--- config.mk ---
export PLATFORM = sky130hd
export DESIGN_NAME = bch_encoder_p_flat
export DESIGN_NICKNAME = d
export VERILOG_FILES = /design/src/rtl/bch_encoder_p_if.sv /design/src/rtl/bch_encoder_p.sv /design/src/flat_wrapper.sv
export SDC_FILE = /design/constraint.sdc
export NUM_CORES = 1
export LEC_CHECK = 0
export CAP_MARGIN = 20
export CORE_MARGIN = 2
export CORE_UTILIZATION = 60
export CTS_BUF_LIST = sky130_fd_sc_hd__clkbuf_4 sky130_fd_sc_hd__clkbuf_8
export CTS_CLUSTER_DIAMETER = 30
export CTS_CLUSTER_SIZE = 24
export DETAILED_ROUTE_END_ITERATION = 16
export DONT_BUFFER_PORTS = 1
export HOLD_SLACK_MARGIN = 0.15
export PLACE_DENSITY = 0.81
export SYNTH_ARGS = -nofsm -noshare
export SYNTH_HDL_FRONTEND = slang
export SYNTH_SLANG_ARGS = --single-unit
export TNS_END_PERCENT = 1
--- constraint.sdc ---
create_clock -name clk -period 4.4 [get_ports clk]
set_input_delay 0.88 -clock clk [delete_from_list [all_inputs] [get_ports clk]]
set_output_delay 0.88 -clock clk [all_outputs]
set_load 0.05 [all_outputs]
--- src/rtl/bch_encoder_p_if.sv ---
// Handshake bundle between a payload source/codeword sink and the BCH encoder.
// The encoder attaches through the slave modport; the environment uses master.
interface bch_encoder_p_if #(
   parameter int N     = 63,
   parameter int MSG_W = 32
);
   logic             flush;
   logic [MSG_W-1:0] msg;
   logic             msg_valid;
   logic             msg_ready;
   logic [N-1:0]     cw;
   logic             cw_valid;
   logic             cw_ready;
   logic             busy;

   modport master (
      output flush, msg, msg_valid, cw_ready,
      input  msg_ready, cw, cw_valid, busy
   );

   modport slave (
      input  flush, msg, msg_valid, cw_ready,
      output msg_ready, cw, cw_valid, busy
   );
endinterface

--- src/rtl/bch_encoder_p.sv ---
// Parametrised systematic cyclic/BCH encoder: pads the payload to K bits, shifts it
// MSB-first through a P-bit division LFSR and presents {message, parity} with valid/ready.
module bch_encoder_p #(
   parameter int N     = 63,
   parameter int K     = 56,
   parameter int MSG_W = 32,
   parameter logic [((K > MSG_W) ? (K - MSG_W) : 1) - 1:0] PAD_VAL = 24'h555555,
   parameter logic [N-K:0] GEN_POLY = 8'hC5
) (
   input logic             clk,
   input logic             rst_n,
   bch_encoder_p_if.slave  io
);
   localparam int P     = N - K;
   localparam int CNT_W = $clog2(K + 1);
   // When MSG_W == K the shift pushes the pad completely out, leaving no pad bits.
   localparam logic [K-1:0] PAD_EXT = K'(PAD_VAL) << MSG_W;

   generate
      if (N <= K) begin : g_bad_nk
         $error("bch_encoder_p: N must be greater than K");
      end
      if ((MSG_W < 1) || (MSG_W > K)) begin : g_bad_msg_w
         $error("bch_encoder_p: MSG_W must be in 1..K");
      end
      if ((GEN_POLY[P] != 1'b1) || (GEN_POLY[0] != 1'b1)) begin : g_bad_poly
         $error("bch_encoder_p: GEN_POLY needs x^P and x^0 terms");
      end
   endgenerate

   typedef enum logic [1:0] {
      IDLE  = 2'd0,
      SHIFT = 2'd1,
      OUT   = 2'd2
   } state_t;

   state_t           state_r;
   logic [P-1:0]     parity_r;
   logic [K-1:0]     shift_r;
   logic [K-1:0]     hold_r;
   logic [CNT_W-1:0] cnt_r;
   logic [N-1:0]     cw_r;
   logic [P-1:0]     parity_next_s;

   function automatic logic [P-1:0] parity_step(input logic [P-1:0] par, input logic din);
      logic fb;
      fb = par[P-1] ^ din;
      parity_step = (par << 1) ^ (fb ? GEN_POLY[P-1:0] : {P{1'b0}});
   endfunction

   // Next LFSR remainder for the message bit currently at the top of the shift register
   always_comb begin
      parity_next_s = parity_step(parity_r, shift_r[K-1]);
   end

   // Handshake FSM, message/parity datapath and registered codeword
   always_ff @(posedge clk) begin
      if (!rst_n) begin
         state_r  <= IDLE;
         parity_r <= '0;
         shift_r  <= '0;
         hold_r   <= '0;
         cnt_r    <= '0;
         cw_r     <= '0;
      end else if (io.flush) begin
         state_r  <= IDLE;
         parity_r <= '0;
         cnt_r    <= '0;
         cw_r     <= '0;
      end else begin
         case (state_r)
            IDLE: begin
               if (io.msg_valid) begin
                  shift_r  <= PAD_EXT | K'(io.msg);
                  hold_r   <= PAD_EXT | K'(io.msg);
                  parity_r <= '0;
                  cnt_r    <= CNT_W'(K);
                  state_r  <= SHIFT;
               end
            end
            SHIFT: begin
               parity_r <= parity_next_s;
               shift_r  <= shift_r << 1;
               cnt_r    <= cnt_r - CNT_W'(1);
               // Last message bit: the codeword register is loaded with the final remainder
               if (cnt_r == CNT_W'(1)) begin
                  cw_r    <= {hold_r, parity_next_s};
                  state_r <= OUT;
               end
            end
            OUT: begin
               if (io.cw_ready) begin
                  cw_r    <= '0;
                  state_r <= IDLE;
               end
            end
            default: begin
               state_r <= IDLE;
               cw_r    <= '0;
            end
         endcase
      end
   end

   assign io.msg_ready = (state_r == IDLE);
   assign io.cw_valid  = (state_r == OUT);
   assign io.busy      = (state_r == SHIFT) || (state_r == OUT);
   assign io.cw        = cw_r;

endmodule

--- src/flat_wrapper.sv ---
// flat-port wrapper written by rule: the top's interface ports become plain ports
module bch_encoder_p_flat 
#(
   parameter int N     = 63,
   parameter int K     = 56,
   parameter int MSG_W = 32,
   parameter logic [((K > MSG_W) ? (K - MSG_W) : 1) - 1:0] PAD_VAL = 24'h555555,
   parameter logic [N-K:0] GEN_POLY = 8'hC5
)
  (clk, rst_n, io_flush, io_msg, io_msg_valid, io_cw_ready, io_msg_ready, io_cw, io_cw_valid, io_busy);
  bch_encoder_p_if #(.N(N), .MSG_W(MSG_W)) io_i ();
  input logic clk;
  input logic rst_n;
  input wire logic [$bits(io_i.flush)-1:0] io_flush;
  input wire logic [$bits(io_i.msg)-1:0] io_msg;
  input wire logic [$bits(io_i.msg_valid)-1:0] io_msg_valid;
  input wire logic [$bits(io_i.cw_ready)-1:0] io_cw_ready;
  output wire logic [$bits(io_i.msg_ready)-1:0] io_msg_ready;
  output wire logic [$bits(io_i.cw)-1:0] io_cw;
  output wire logic [$bits(io_i.cw_valid)-1:0] io_cw_valid;
  output wire logic [$bits(io_i.busy)-1:0] io_busy;
  assign io_i.flush = io_flush;
  assign io_i.msg = io_msg;
  assign io_i.msg_valid = io_msg_valid;
  assign io_i.cw_ready = io_cw_ready;
  assign io_msg_ready = io_i.msg_ready;
  assign io_cw = io_i.cw;
  assign io_cw_valid = io_i.cw_valid;
  assign io_busy = io_i.busy;
  bch_encoder_p #(.N(N), .K(K), .MSG_W(MSG_W), .PAD_VAL(PAD_VAL), .GEN_POLY(GEN_POLY)) u_core (.clk(clk), .rst_n(rst_n), .io(io_i));
endmodule
[Yosys cells after proc, flatten, opt, wreduce, memory -nomap -nowiden]
Cells that the tools add are included.
Storage, ports and cells
  register bits: 167
  input port bits: 37
  output and inout port bits: 66
Cells by class
  eq/ne operators: 6
  add/subtract/negate cells: 1
  mux-type cells: 14
  reduce and logical (&&, ||, !) cells: 9
  bitwise gates (word level): 5
Operators with widths (count)
  $pmux 63 s3: 1
  $mux 63: 2
  $pmux 56 s2: 1
  $mux 56: 1
  $mux 7: 2
  $pmux 7 s2: 1
  $pmux 6 s2: 1
  $reduce_and 3->1: 4
  $xor 7x7->7: 1
  $eq 6x1->1 const B: 1
  $mux 2: 3
  $mux 6: 1
  $pmux 2 s3: 1
  $sub 6x1->6 const B: 1
  $ne 2x2->1 const B: 2
  $not 1->1: 3
  $eq 2x1->1 const B: 1
  $eq 2x2->1 const B: 1
  $logic_not 2->1: 1
  $ne 2x1->1 const B: 1
  $reduce_and 2->1: 1
  $reduce_bool 2->1: 1
  $reduce_or 2->1: 1
  $logic_or 1x1->1: 1
  $xor 1x1->1: 1

[Logic depth before layout (Yosys ltp)]
Gate-level depths: netlist of the first run.
  depth in word-level cells: 5
  depth in mapped cells: 8
  depth with buffers taken out: 6

[Least setup slack after synthesis of the first run]
Ideal clock, no wire load.
  kind: register to register
  start point: register u_core.state_r[0]
  end point: register u_core.shift_r[10]
  path slack: 2360 ps
  required time: 4284 ps
  buffers on the path: 2
  clock period less this slack: 2040 ps
  stages on the path, launching flop included: 8
  data arrival time: 1924 ps
  cells stage by stage: dfxtp_1 -> inv_1 -> ha_1 -> mux2i_4 -> nor2_4 -> buf_4 -> buf_6 -> o211a_1
Between the ends
  longest elaborated chain between the ends: 3
  elaborated cells between the ends (all ways): 6
Ends and longest elaborated chain
  start, declared: line bch_encoder_p.sv:37  | state_t state_r;
  start signal, assigned: line bch_encoder_p.sv:59  | state_r <= IDLE;
  start signal, assigned: line bch_encoder_p.sv:66  | state_r <= IDLE;
  start signal, assigned: line bch_encoder_p.sv:78  | state_r <= SHIFT;
  $logic_not 2->1 *
  via io_msg_ready: line flat_wrapper.sv:18  | output wire logic [$bits(io_i.msg_ready)-1:0] io_msg_ready;
  $ne 2x2->1 (no line) / $reduce_bool 2->1 (equally long branches)
  $reduce_and 3->1 (no line)
  end signal, assigned: line bch_encoder_p.sv:74  | shift_r <= PAD_EXT | K'(io.msg);
  end signal, assigned: line bch_encoder_p.sv:83  | shift_r <= shift_r << 1;
  end, declared: line bch_encoder_p.sv:39  | logic [K-1:0] shift_r;
Mark *: on every way through the listed nets, which the timed path passes. The rest lies on a longest branch.
A chain may end at the register's enable or synchronous reset.

[Worst setup path after layout of the first run]
  start point: register u_core.state_r[1]
  end point: register u_core.shift_r[55]
Same word-level chain as after synthesis.

==> impl_results.md, run 1 <==
- Run status: completed
- Chip width: 107 um
- Drt total wl: 13500 um
- Peak supply drop: 0.200 mV
- Final WS setup: 1.66 ns
- Normalized max-slew margin: 25.0%
- Initial DRT Pass Iterations: 6
- Gr ovfl total: 0
- Int Pwr: 1960 uW
- Clk sinks: 144
- Reg2Reg Setup Slack: 1.66 ns
- Top Family by Delay on Critical Path: buffers and inverters
- Core area: 10300 um^2
- Worst hold margin: 0.452 ns
- CP endpoint kind: register
- Yosys cell types: 40
- Seq/Total Area, Yosys: 45.3%
- Comb pwr share: 8.1%
- CTS-repair resized insts: 0
- Starting DRC count in detailed routing: 411
- Pwr dens: 393 nW/um^2
- Crit-path max cell delay: 0.68 ns
- Synth Cell Area: 6370 um^2
- Core Rows: 37
- CTS Buf Count: 17
- DRT antenna net count: 0
- Worst Path Required: 4.76 ns
- Psw: 616 uW
- Tmin final: 2.74 ns
- Pre-CTS setup slack: 1.72 ns
- WP buf/inv: 2
- CP max FO: 98
- FF-to-FF path depth: 7
- Boundary Pins: 103
- Worst hold path cell count: 2
- Worst Tran Pin Value: 1.12 ns
- First-pass GRT wire length: 21800 um
- Vias in the first global route: 4530
- Port Buffer Count: 0
- # DRC: 0
- Setup bufs post-CTS: 0
- Vias per Instance: 6.05
- Max-cap violation count: 0
- Fin crit share: 62.3%
- Max Slew Vio Count: 0
- Htree depth: 4
- Number of cells on the critical path: 7
- Post-detail-place hpwl: 8820 um
- GR Util All Layers: 23.7%
- Fmax: 0.365 GHz
- Power share of the clock group: 38.4%
- Gpl congestion: 0.836
- Area Growth Syn to Fin: 3.07%
- Final-report setup violation count: 0
- Fin. Hold Viols: 0
- Unrepaired setup endpoints after global routing: false
- Clock transition at path regs: 0.07 ns
- Worst-case clock buffer depth: 2
- Initial antenna violation count: 0
- Die Area: 11500 um^2
- Crit start category: register
- TritonCTS clock tree: yes
- Crit Path Class: register to register
- Critical path, cell by cell: inv_1, ha_1, mux2i_4, nor2_4, buf_4, nand3_1, a21boi_1
- Die Ht: 107 um
- Flop pwr share: 53.5%
- DR WL/cell: 16.6 um
- Mapped Cells: 720
- WP data arrival: 3.10 ns
- Sw Ratio: 23.9%
- Vias: 4927
- Initial Utilization: 61.7%
- Syn avg cell area: 8.84 um^2
- Largest net degree at the start of global routing: 99
- Clock root buffer: clkbuf_8
- Max stage delay cell, worst path: buf_4
- Hold buffer count at CTS: 0
- Worst Skew: 0.00827 ns
- Total Neg Setup Slack: 0 ns
- Ant. Diodes: 0
- Total number of yosys warnings: 0
- Layout Nets: 709
- Layout cells sized above 1: 7.37%
- Lkg Pwr: 0.00255 uW
- Tightest Hold Check Type: register to register
- Clock Latency Late Sink: 0.43 ns
- Flops & latches, synth: 144
## synthesized netlist by cell type
| master | n | area share [%] |
|---|---|---|
| nand2_1 | 151 | 8.9 |
| dfxtp_1 | 144 | 45 |
| nand3_1 | 93 | 7.3 |
| o211a_1 | 43 | 6.8 |
| a31oi_1 | 40 | 3.9 |
| a21boi_1 | 36 | 4.2 |
| clkbuf_1 | 36 | 2.1 |
| mux2i_1 | 31 | 4.9 |
| buf_4 | 24 | 2.8 |
| buf_2 | 22 | 1.7 |
| nand3b_1 | 12 | 1.4 |
| a21boi_0 | 9 | 1.1 |
| nor2_1 | 8 | 0.47 |
| a22oi_1 | 7 | 0.83 |
| inv_1 | 7 | 0.41 |
| xnor2_1 | 7 | 0.96 |
| a21oi_1 | 6 | 0.47 |
| buf_6 | 6 | 1.1 |
| ha_1 | 5 | 0.98 |
| nand2b_1 | 3 | 0.29 |
| nor2b_1 | 3 | 0.29 |
| o21ai_0 | 3 | 0.24 |
| and3_1 | 2 | 0.20 |
| nor2_2 | 2 | 0.20 |
| or2_1 | 2 | 0.20 |
| or2_2 | 2 | 0.20 |
| or3_1 | 2 | 0.20 |
| xor2_1 | 2 | 0.28 |
| a31o_2 | 1 | 0.14 |
| and2_1 | 1 | 0.098 |
| and4bb_4 | 1 | 0.26 |
| conb_1 | 1 | 0.059 |
| mux2i_4 | 1 | 0.35 |
| nor2_4 | 1 | 0.18 |
| nor4_2 | 1 | 0.20 |
| nor4_4 | 1 | 0.33 |
| nor4b_1 | 1 | 0.14 |
| nor4b_2 | 1 | 0.24 |
| o21a_1 | 1 | 0.12 |
| o221a_2 | 1 | 0.18 |
## cells in the final DEF (no fill, tap or decap), drive strengths merged
master | netlist | layout
a21boi | 45 | 45
a21oi | 6 | 6
a22oi | 7 | 7
a31o | 1 | 1
a31oi | 40 | 40
and2 | 1 | 1
and3 | 2 | 2
and4bb | 1 | 1
buf | 52 | 5
bufinv | 0 | 1
clkbuf | 36 | 25
clkinv | 0 | 2
clkinvlp | 0 | 2
conb | 1 | 12
dfxtp | 144 | 144
ha | 5 | 5
inv | 7 | 7
mux2i | 32 | 32
nand2 | 151 | 151
nand2b | 3 | 3
nand3 | 93 | 93
nand3b | 12 | 12
nor2 | 11 | 11
nor2b | 3 | 3
nor4 | 2 | 2
nor4b | 2 | 2
o211a | 43 | 43
o21a | 1 | 1
o21ai | 3 | 3
o221a | 1 | 1
or2 | 4 | 4
or3 | 2 | 2
xnor2 | 7 | 7
xor2 | 2 | 2
## worst paths after layout
kind,from,end
hold reg to reg,u_core.shift_r[53],u_core.shift_r[53]
setup / recovery,u_core.state_r[1],u_core.shift_r[55]
setup reg to reg,u_core.state_r[1],u_core.shift_r[55]
hold / removal,u_core.shift_r[53],u_core.shift_r[53]
## layout make-up
cell class	count	area [um^2]
Timing Repair Buffer	5	77.6
Inverter	7	26.3
Multi-Input combinational cell	492	3020
Clock inverter	5	55.1
Fill cell	840	3760
Sequential cell	144	2890
Tap cell	136	170
Clock buffer	25	325
## registers in the layout, summed over array words and instances (netlist names)
register,count
u_core.shift_r,56
u_core.io.cw,40
u_core.hold_r,33
u_core.parity_r,7
u_core.cnt_r,6
u_core.state_r,2
## per-stage QoR
step                      instance area [um^2]  power (uW)  utilization [%]  cells
final                                     6560        2580             63.6    814
after global routing                      6560        2670             63.6    814
after CTS                                 6560        2590             63.6    814
after detailed placement                  6180        1620             59.9    784
after global placement                    6150        1600             59.6    783
after floorplan                           6410        1610                -    731
## per-layer routing
layer | routed length, um | up-vias | global-route usage (%)
met5 | 0 | - | 0
met4 | 265 | 0 | 8.63
met3 | 980 | 25 | 6.87
met2 | 6470 | 176 | 38.9
met1 | 5810 | 2362 | 29.6
li1 | - | 2364 | -
## kinds of logic after synthesis
group                      synth area share, %
and+or+nand+nor                           21.1
DFF                                       45.3
AOI/OAI and AO/OA                         18.0
buffers and inverters                     8.15
adders and majority gates                0.983
other                                   0.0589
muxes                                     5.23
xor gates and xnor gates                  1.24
## worst register-to-register path, stage by stage, from the launching register on
cell and delay (ns):
dfxtp_1 0.34, inv_1 0.12, ha_1 0.65, mux2i_4 0.30, nor2_4 0.14, buf_4 0.68
nand3_1 0.23, a21boi_1 0.21
## power groups by stage
stage / logic, uW / registers (uW) / clock network [uW]
global route: 230 / 1380 / 1060
floorplan: 205 / 1400 / 0
detailed placement: 208 / 1410 / 0
finish: 210 / 1380 / 990
CTS: 210 / 1380 / 1000
global placement: 197 / 1410 / 0
Note: power is estimated with default switching activity, not from simulation.
==> run 2: changes to the inputs <==
--- a/config.mk
+++ b/config.mk
@@ -7,14 +7,14 @@
 export LEC_CHECK = 0
 export CAP_MARGIN = 20
 export CORE_MARGIN = 2
-export CORE_UTILIZATION = 60
+export CORE_UTILIZATION = 59
 export CTS_BUF_LIST = sky130_fd_sc_hd__clkbuf_4 sky130_fd_sc_hd__clkbuf_8
 export CTS_CLUSTER_DIAMETER = 30
 export CTS_CLUSTER_SIZE = 24
 export DETAILED_ROUTE_END_ITERATION = 16
 export DONT_BUFFER_PORTS = 1
 export HOLD_SLACK_MARGIN = 0.15
-export PLACE_DENSITY = 0.81
+export PLACE_DENSITY = 0.83
 export SYNTH_ARGS = -nofsm -noshare
 export SYNTH_HDL_FRONTEND = slang
 export SYNTH_SLANG_ARGS = --single-unit
==> constraint.sdc (replaced) <==
create_clock -name clk -period 2.4 [get_ports clk]
set_input_delay 0.48 -clock clk [delete_from_list [all_inputs] [get_ports clk]]
set_output_delay 0.48 -clock clk [all_outputs]
set_load 0.05 [all_outputs]
==> run 2 against run 1 <==
  * First-iteration DRC count up 29%
  * Flip-flop and latch count unchanged
  * Sequential power up 83%
  * Worst hold slack worse by 0.28 ns
  * Cell count up 2.6%
  * Design area up 3.3%
  * Combinational power up 100%
  * Setup slack worse by 1.3 ns
  * Die area up 1.6%
  * Highest routed layer unchanged
==> impl_results.md, run 2 (same netlist as run 1, synthesis figures left out) <==
- Run status: completed
- Total Neg Setup Slack: 0 ns (unchanged)
- Initial antenna violation count: 0 (unchanged)
- CTS Buf Count: 17 (unchanged)
- Chip width: 108 um (+0.81%)
- Worst-case clock buffer depth: 2 (unchanged)
- Most frequent cells in the layout: nand2_1, dfxtp_1, nand3_1, o211a_1, a31oi_1
- Worst Hold Launch: rst_n
- Largest net degree at the start of global routing: 108 (+9.1%)
- CP endpoint kind: register
- CTS-repair resized insts: 0 (unchanged)
- Pwr dens: 726 nW/um^2 (+85%)
- Final WS setup: 0.405 ns (-1.25 ns)
- Worst Hold Endpoint: u_core.shift_r[20]
- Initial DRT Pass Iterations: 5 (-1)
- Boundary Pins: 103 (unchanged)
- TritonCTS clock tree: yes
- CP max FO: 40 (-59%)
- Fin crit share: 83.1% (+21 points)
- R2r startpoint: u_core.state_r[0]
- Htree depth: 4 (unchanged)
- Worst Path Required: 2.75 ns (-2.01 ns)
- Final-report setup violation count: 0 (unchanged)
- Reg-to-Reg End: u_core.io.cw[25]
- DRT antenna net count: 0 (unchanged)
- Crit Path Class: register to register
- Reg2Reg Setup Slack: 0.40 ns (-1.25 ns)
- Clk sinks: 144 (unchanged)
- Die Ht: 108 um (+0.81%)
- Peak supply drop: 0.372 mV (+86%)
- Largest register FFs: 56 (unchanged)
- First-pass GRT wire length: 22500 um (+3.6%)
- Fmax: 0.501 GHz (+37%)
- Layout Nets: 728 (+2.7%)
- FF-to-FF path depth: 6 (-1)
- Storage element area: 2890 um^2 (unchanged)
- Max-cap violation count: 0 (unchanged)
- Layout cells sized above 1: 8.44% (+1.1 points)
- Drt total wl: 13800 um (+2.3%)
- Max Slew Vio Count: 0 (unchanged)
- Commonest non-fill, non-tap cell in the layout: nand2_1
- Unrepaired setup endpoints after global routing: false
- Post-placement cell count: 790 (+0.77%)
- GR Util All Layers: 24.5% (+0.82 points)
- Vias in the first global route: 4572 (+0.93%)
- Filler Cells Inserted: 787 (-6.3%)
- Top reg by flops: u_core.shift_r
- Multi-input gate area: 3020 um^2 (unchanged)
- Clock Latency Late Sink: 0.44 ns (about the same)
- Worst Skew: 0.00941 ns (+0.00114 ns)
- DR WL/cell: 16.6 um (-0.27%)
- Vias per Instance: 5.96 (-1.6%)
- Core Rows: 37 (unchanged)
- Crit start category: register
- # DRC: 0 (unchanged)
- Post-detail-place hpwl: 8560 um (-2.9%)
- Clock root buffer: clkbuf_8
- Tmin final: 2.00 ns (-0.746 ns)
- Starting DRC count in detailed routing: 530 (+29%)
- Normalized max-slew margin: 31.9% (+6.9 points)
- Gpl congestion: 0.895 (+7.1%)
- Worst hold margin: 0.174 ns (-0.278 ns)
- Die Area: 11600 um^2 (+1.6%)
- WP data arrival: 2.35 ns (-0.75 ns)
- Pre-CTS setup slack: 0.186 ns (-1.53 ns)
- Initial Utilization: 61.1% (-0.55 points)
- Cell Count, Final, Fillers Out: 835 (+2.6%)
- Core area: 10400 um^2 (+0.90%)
- Gr ovfl total: 0 (unchanged)
- Port Buffer Count: 0 (unchanged)
- Fin. Hold Viols: 0 (unchanged)
- Vias: 4974 (+0.95%)
- Worst hold path cell count: 1 (-1)
- Area Growth Syn to Fin: 6.50%
- Clock transition at path regs: 0.08 ns (about the same)
- Ant. Diodes: 0 (unchanged)
- Tightest Hold Check Type: input port to register
- Worst Tran Pin Value: 1.02 ns (-0.103 ns)
- Lkg Pwr: 0.00265 uW (+4.0%)
==> run 2: cell count changes in the layout (fill, tap and decap cells not counted) <==
cell / delta
clkinvlp_4: +1
buf_16: -1
clkinv_2: +3
buf_8: +1
buf_12: +2
buf_4: +5
clkbuf_4: -1
clkbuf_8: -3
dlygate4sd3_1: +12
bufinv_16: +2
==> run 2: layer usage <==
layer  GRT usage, %  part of all wire [%]
met5              0                     0
met4           9.16                   1.4
met2           38.1                    47
met1           32.0                    44
met3           7.57                   7.8
==> run 2: worst max-delay path, cell delays in order (launching register included) <==
cell      delay (ns)
dfxtp_1         0.39
inv_1           0.09
ha_1            0.22
nor2b_1         0.16
and4bb_4        0.67
nand3_1         0.19
a31oi_1         0.17
==> run 2: through the flow <==
step / area [um^2] / power (uW) / util [%]
floorplan: 6410 / 2950 / -
global placement: 6230 / 2950 / 59.8
detailed placement: 6230 / 2970 / 59.8
CTS: 6760 / 4940 / 64.9
global route: 6780 / 5100 / 65.1
finish: 6780 / 4920 / 65.1
==> run 2: final cells by class <==
cell class,instances,share of cell area (%)
clock buffers,21,4.08
clock inverters,11,2.03
flip-flops and latches,144,42.6
multi-input cells,492,44.6
repair buffers,24,3.87
inverters,7,0.387
well taps,136,2.51
==> run 2: worst max-delay path by stage <==
stage / endpoint / start / cells after the start / slack (ns)
2_1_floorplan: u_core.shift_r[10] / u_core.state_r[0] / 7 / 0.36
3_3_place_gp: u_core.hold_r[9] / u_core.state_r[0] / 6 / 0.40
3_5_place_dp: u_core.hold_r[27] / u_core.state_r[0] / 6 / 0.19
4_1_cts: u_core.hold_r[27] / u_core.state_r[0] / 6 / 0.16
5_1_grt: u_core.shift_r[55] / u_core.state_r[1] / 6 / 0.29
6_report: u_core.io.cw[25] / u_core.state_r[0] / 6 / 0.40
==> run 2: what timing repair did <==
item | 4_1_cts | 5_1_grt
hold buffers | 11 | 1
setup buffers | 0 | 0
hold endpoints to repair | 25 | 1
==> run 2: report_power, final <==
| part | internal [uW] | switching (uW) | total (uW) |
|---|---|---|---|
| clock | 1100 | 879 | 1970 |
| combinational | 164 | 255 | 419 |
| sequential | 2480 | 54.0 | 2530 |
==> run 3: changes to the inputs <==
==> constraint.sdc (replaced) <==
create_clock -name clk -period 1.8 [get_ports clk]
set_input_delay 0.36 -clock clk [delete_from_list [all_inputs] [get_ports clk]]
set_output_delay 0.36 -clock clk [all_outputs]
set_load 0.05 [all_outputs]
==> run 3 against run 2 <==
  * Design area increased by 5.3%
  * Power increased by 35%
  * Flip-flop and latch count unchanged
  * Utilization increased by 3.4 points
  * Combinational power increased by 48%
  * Via count increased by 4.4%
  * Largest power group unchanged
  * Highest routed layer unchanged
==> impl_results.md, run 3 (same netlist as run 1, synthesis figures left out) <==
- Run status: completed
- # DRC: 0 (unchanged)
- Drt total wl: 14300 um (+3.2%)
- Crit start category: register
- Normalized max-slew margin: 60.0% (+28 points)
- Starting DRC count in detailed routing: 503 (-5.1%)
- Int Pwr: 5020 uW (+34%)
- Core area: 10400 um^2 (unchanged)
- WP buf/inv: 2 (+1)
- Layout Nets: 762 (+4.7%)
- Lkg Pwr: 0.00282 uW (+6.3%)
- Boundary Pins: 103 (unchanged)
- Clock root buffer: clkbuf_8
- Worst hold margin: 0.0570 ns (-0.117 ns)
- Tightest Hold Check Type: input port to register
- CP endpoint kind: output pin
- Largest net degree at the start of global routing: 92 (-15%)
- Worst-case clock buffer depth: 2 (unchanged)
- Worst Path Required: 1.44 ns (-1.31 ns)
- Max Slew Vio Count: 0 (unchanged)
- Clk sinks: 144 (unchanged)
- Commonest non-fill, non-tap cell in the layout: nand2_1
- Port Buffer Count: 0 (unchanged)
- Fin crit share: 96.4%
- Unrepaired setup endpoints after global routing: true
- Top Family by Delay on Critical Path: flip-flops
- Crit path capture: io_msg_ready
- Filler Cells Inserted: 760 (-3.4%)
- Clock transition at path regs: 0.08 ns (about the same)
- Worst Tran Pin Value: 0.599 ns (-0.423 ns)
- Final-report setup violation count: 0 (unchanged)
- Gpl congestion: 0.847 (-5.4%)
- Die Ht: 108 um (unchanged)
- DRT antenna net count: 0 (unchanged)
- Htree depth: 4 (unchanged)
- Worst Skew: 0.0105 ns (+0.00111 ns)
- Initial Utilization: 61.1% (unchanged)
- Top reg by flops: u_core.shift_r
- Pre-CTS setup slack: 0.0788 ns (-0.107 ns)
- Most frequent cells in the layout: nand2_1, dfxtp_1, nand3_1, o211a_1, a31oi_1
- Vias in the first global route: 4788 (+4.7%)
- Gr ovfl total: 0 (unchanged)
- Psw: 1640 uW (+38%)
- Number of cells on the critical path: 3 (-3)
- Clock Latency Late Sink: 0.43 ns (about the same)
- Setup bufs post-CTS: 0 (unchanged)
- Largest register FFs: 56 (unchanged)
- Area Growth Syn to Fin: 12.1%
- Fin. Hold Viols: 0 (unchanged)
- Max stage delay cell, worst path: dfxtp_2
- GR Util All Layers: 25.1% (+0.62 points)
- Initial DRT Pass Iterations: 6 (+1)
- TritonCTS clock tree: yes
- Crit-path max cell delay: 0.34 ns (-0.33 ns)
- Fmax: 0.576 GHz
- Critical Path Start: u_core.state_r[1]
- Core Rows: 37 (unchanged)
- FF-to-FF path depth: 7 (+1)
- Post-detail-place hpwl: 8920 um (+4.2%)
- R2r startpoint: u_core.state_r[0]
- Vias: 5191 (+4.4%)
- Comb pwr share: 9.3% (+0.8 points)
- Chip width: 108 um (unchanged)
- Reg2Reg Setup Slack: 0.08 ns (-0.32 ns)
- Vias per Instance: 5.97 (+0.28%)
- Crit Path Class: register to output pin
- Critical path, cell by cell: inv_1, ha_2, buf_4
- Peak supply drop: 0.734 mV (+97%)
- Initial antenna violation count: 0 (unchanged)
- Tmin final: 1.74 ns
- CP max FO: 6 (-85%)
- DR WL/cell: 16.4 um (-0.84%)
- Die Area: 11600 um^2 (unchanged)
- Pwr dens: 932 nW/um^2 (+28%)
- First-pass GRT wire length: 23300 um (+3.3%)
- Ant. Diodes: 0 (unchanged)
- Max-cap violation count: 0 (unchanged)
- WP data arrival: 1.38 ns (-0.97 ns)
- Layout cells sized above 1: 10.5% (+2.1 points)
- Power share of the clock group: 40.0% (about the same)
- Reg-to-Reg End: u_core.io.cw[12]
- Sw Ratio: 24.6% (+0.47 points)
- Flop pwr share: 50.7% (-0.7 points)
- CTS Buf Count: 17 (unchanged)
- Final WS setup: 0.0641 ns (-0.341 ns)
==> run 3: power by group through the flow <==
stage | sequential, uW | combinational (uW) | clock [uW]
6_report | 3380 | 620 | 2660
5_1_grt | 3390 | 675 | 2840
4_1_cts | 3370 | 607 | 2700
3_5_place_dp | 3440 | 548 | 0
3_3_place_gp | 3440 | 530 | 0
2_1_floorplan | 3430 | 502 | 0
==> run 3: worst min path at each step <==
stage                             from            endpoint  slack (ns)  cells past startpoint
finish                           rst_n  u_core.shift_r[48]        0.06                      1
CTS                              rst_n  u_core.shift_r[32]        0.04                      1
global route                     rst_n  u_core.shift_r[32]        0.03                      1
detailed placement  u_core.shift_r[53]  u_core.shift_r[53]        0.44                      2
global placement    u_core.shift_r[53]  u_core.shift_r[53]        0.43                      2
floorplan           u_core.shift_r[33]  u_core.shift_r[33]        0.43                      2
==> run 3: layout make-up <==
| cell class | instances | area [um^2] | share of cell area, % |
|---|---|---|---|
| well taps | 136 | 170 | 2.38 |
| multi-input cells | 492 | 3030 | 42.4 |
| inverters | 7 | 26.3 | 0.368 |
| flip-flops and latches | 144 | 2890 | 40.4 |
| clock buffers | 19 | 262 | 3.66 |
| repair buffers | 58 | 608 | 8.52 |
| clock inverters | 13 | 160 | 2.24 |
==> run 3: metrics by stage <==
stage	area (um^2)	util, %	instances	TNS [ns]	total power, uW
6_report	7140	68.6	869	0	6660
5_1_grt	7140	68.6	869	-0.231	6910
4_1_cts	7130	68.4	868	0	6680
3_5_place_dp	6410	61.5	806	0	3990
3_3_place_gp	6410	61.5	806	0	3970
2_1_floorplan	6410	-	731	-0.493	3930
==> run 3: layer usage <==
| metal | part of all wire [%] | up-vias | global-route usage [%] |
|---|---|---|---|
| met5 | 0 | - | 0 |
| met4 | 3.4 | 0 | 11.9 |
| met3 | 7.4 | 48 | 7.32 |
| met2 | 48 | 231 | 39.3 |
| met1 | 41 | 2430 | 31.9 |
| li1 | - | 2482 | - |
==> run 3: timing repair <==
action / in CTS / in global routing
endpoints found under the setup margin: 0 / 35
hold buffers: 30 / 1
resized for setup: 0 / 1
hold endpoints to repair: 89 / 90
==> run 3: worst register-to-register path, delay by kind of cell (launching register included) <==
| kind | cells | cell delay [ns] |
|---|---|---|
| AOI/OAI and AO/OA | 1 | 0.17 |
| adders and majority gates | 1 | 0.18 |
| buffers and inverters | 2 | 0.25 |
| DFF | 1 | 0.34 |
| and+or+nand+nor | 3 | 0.69 |
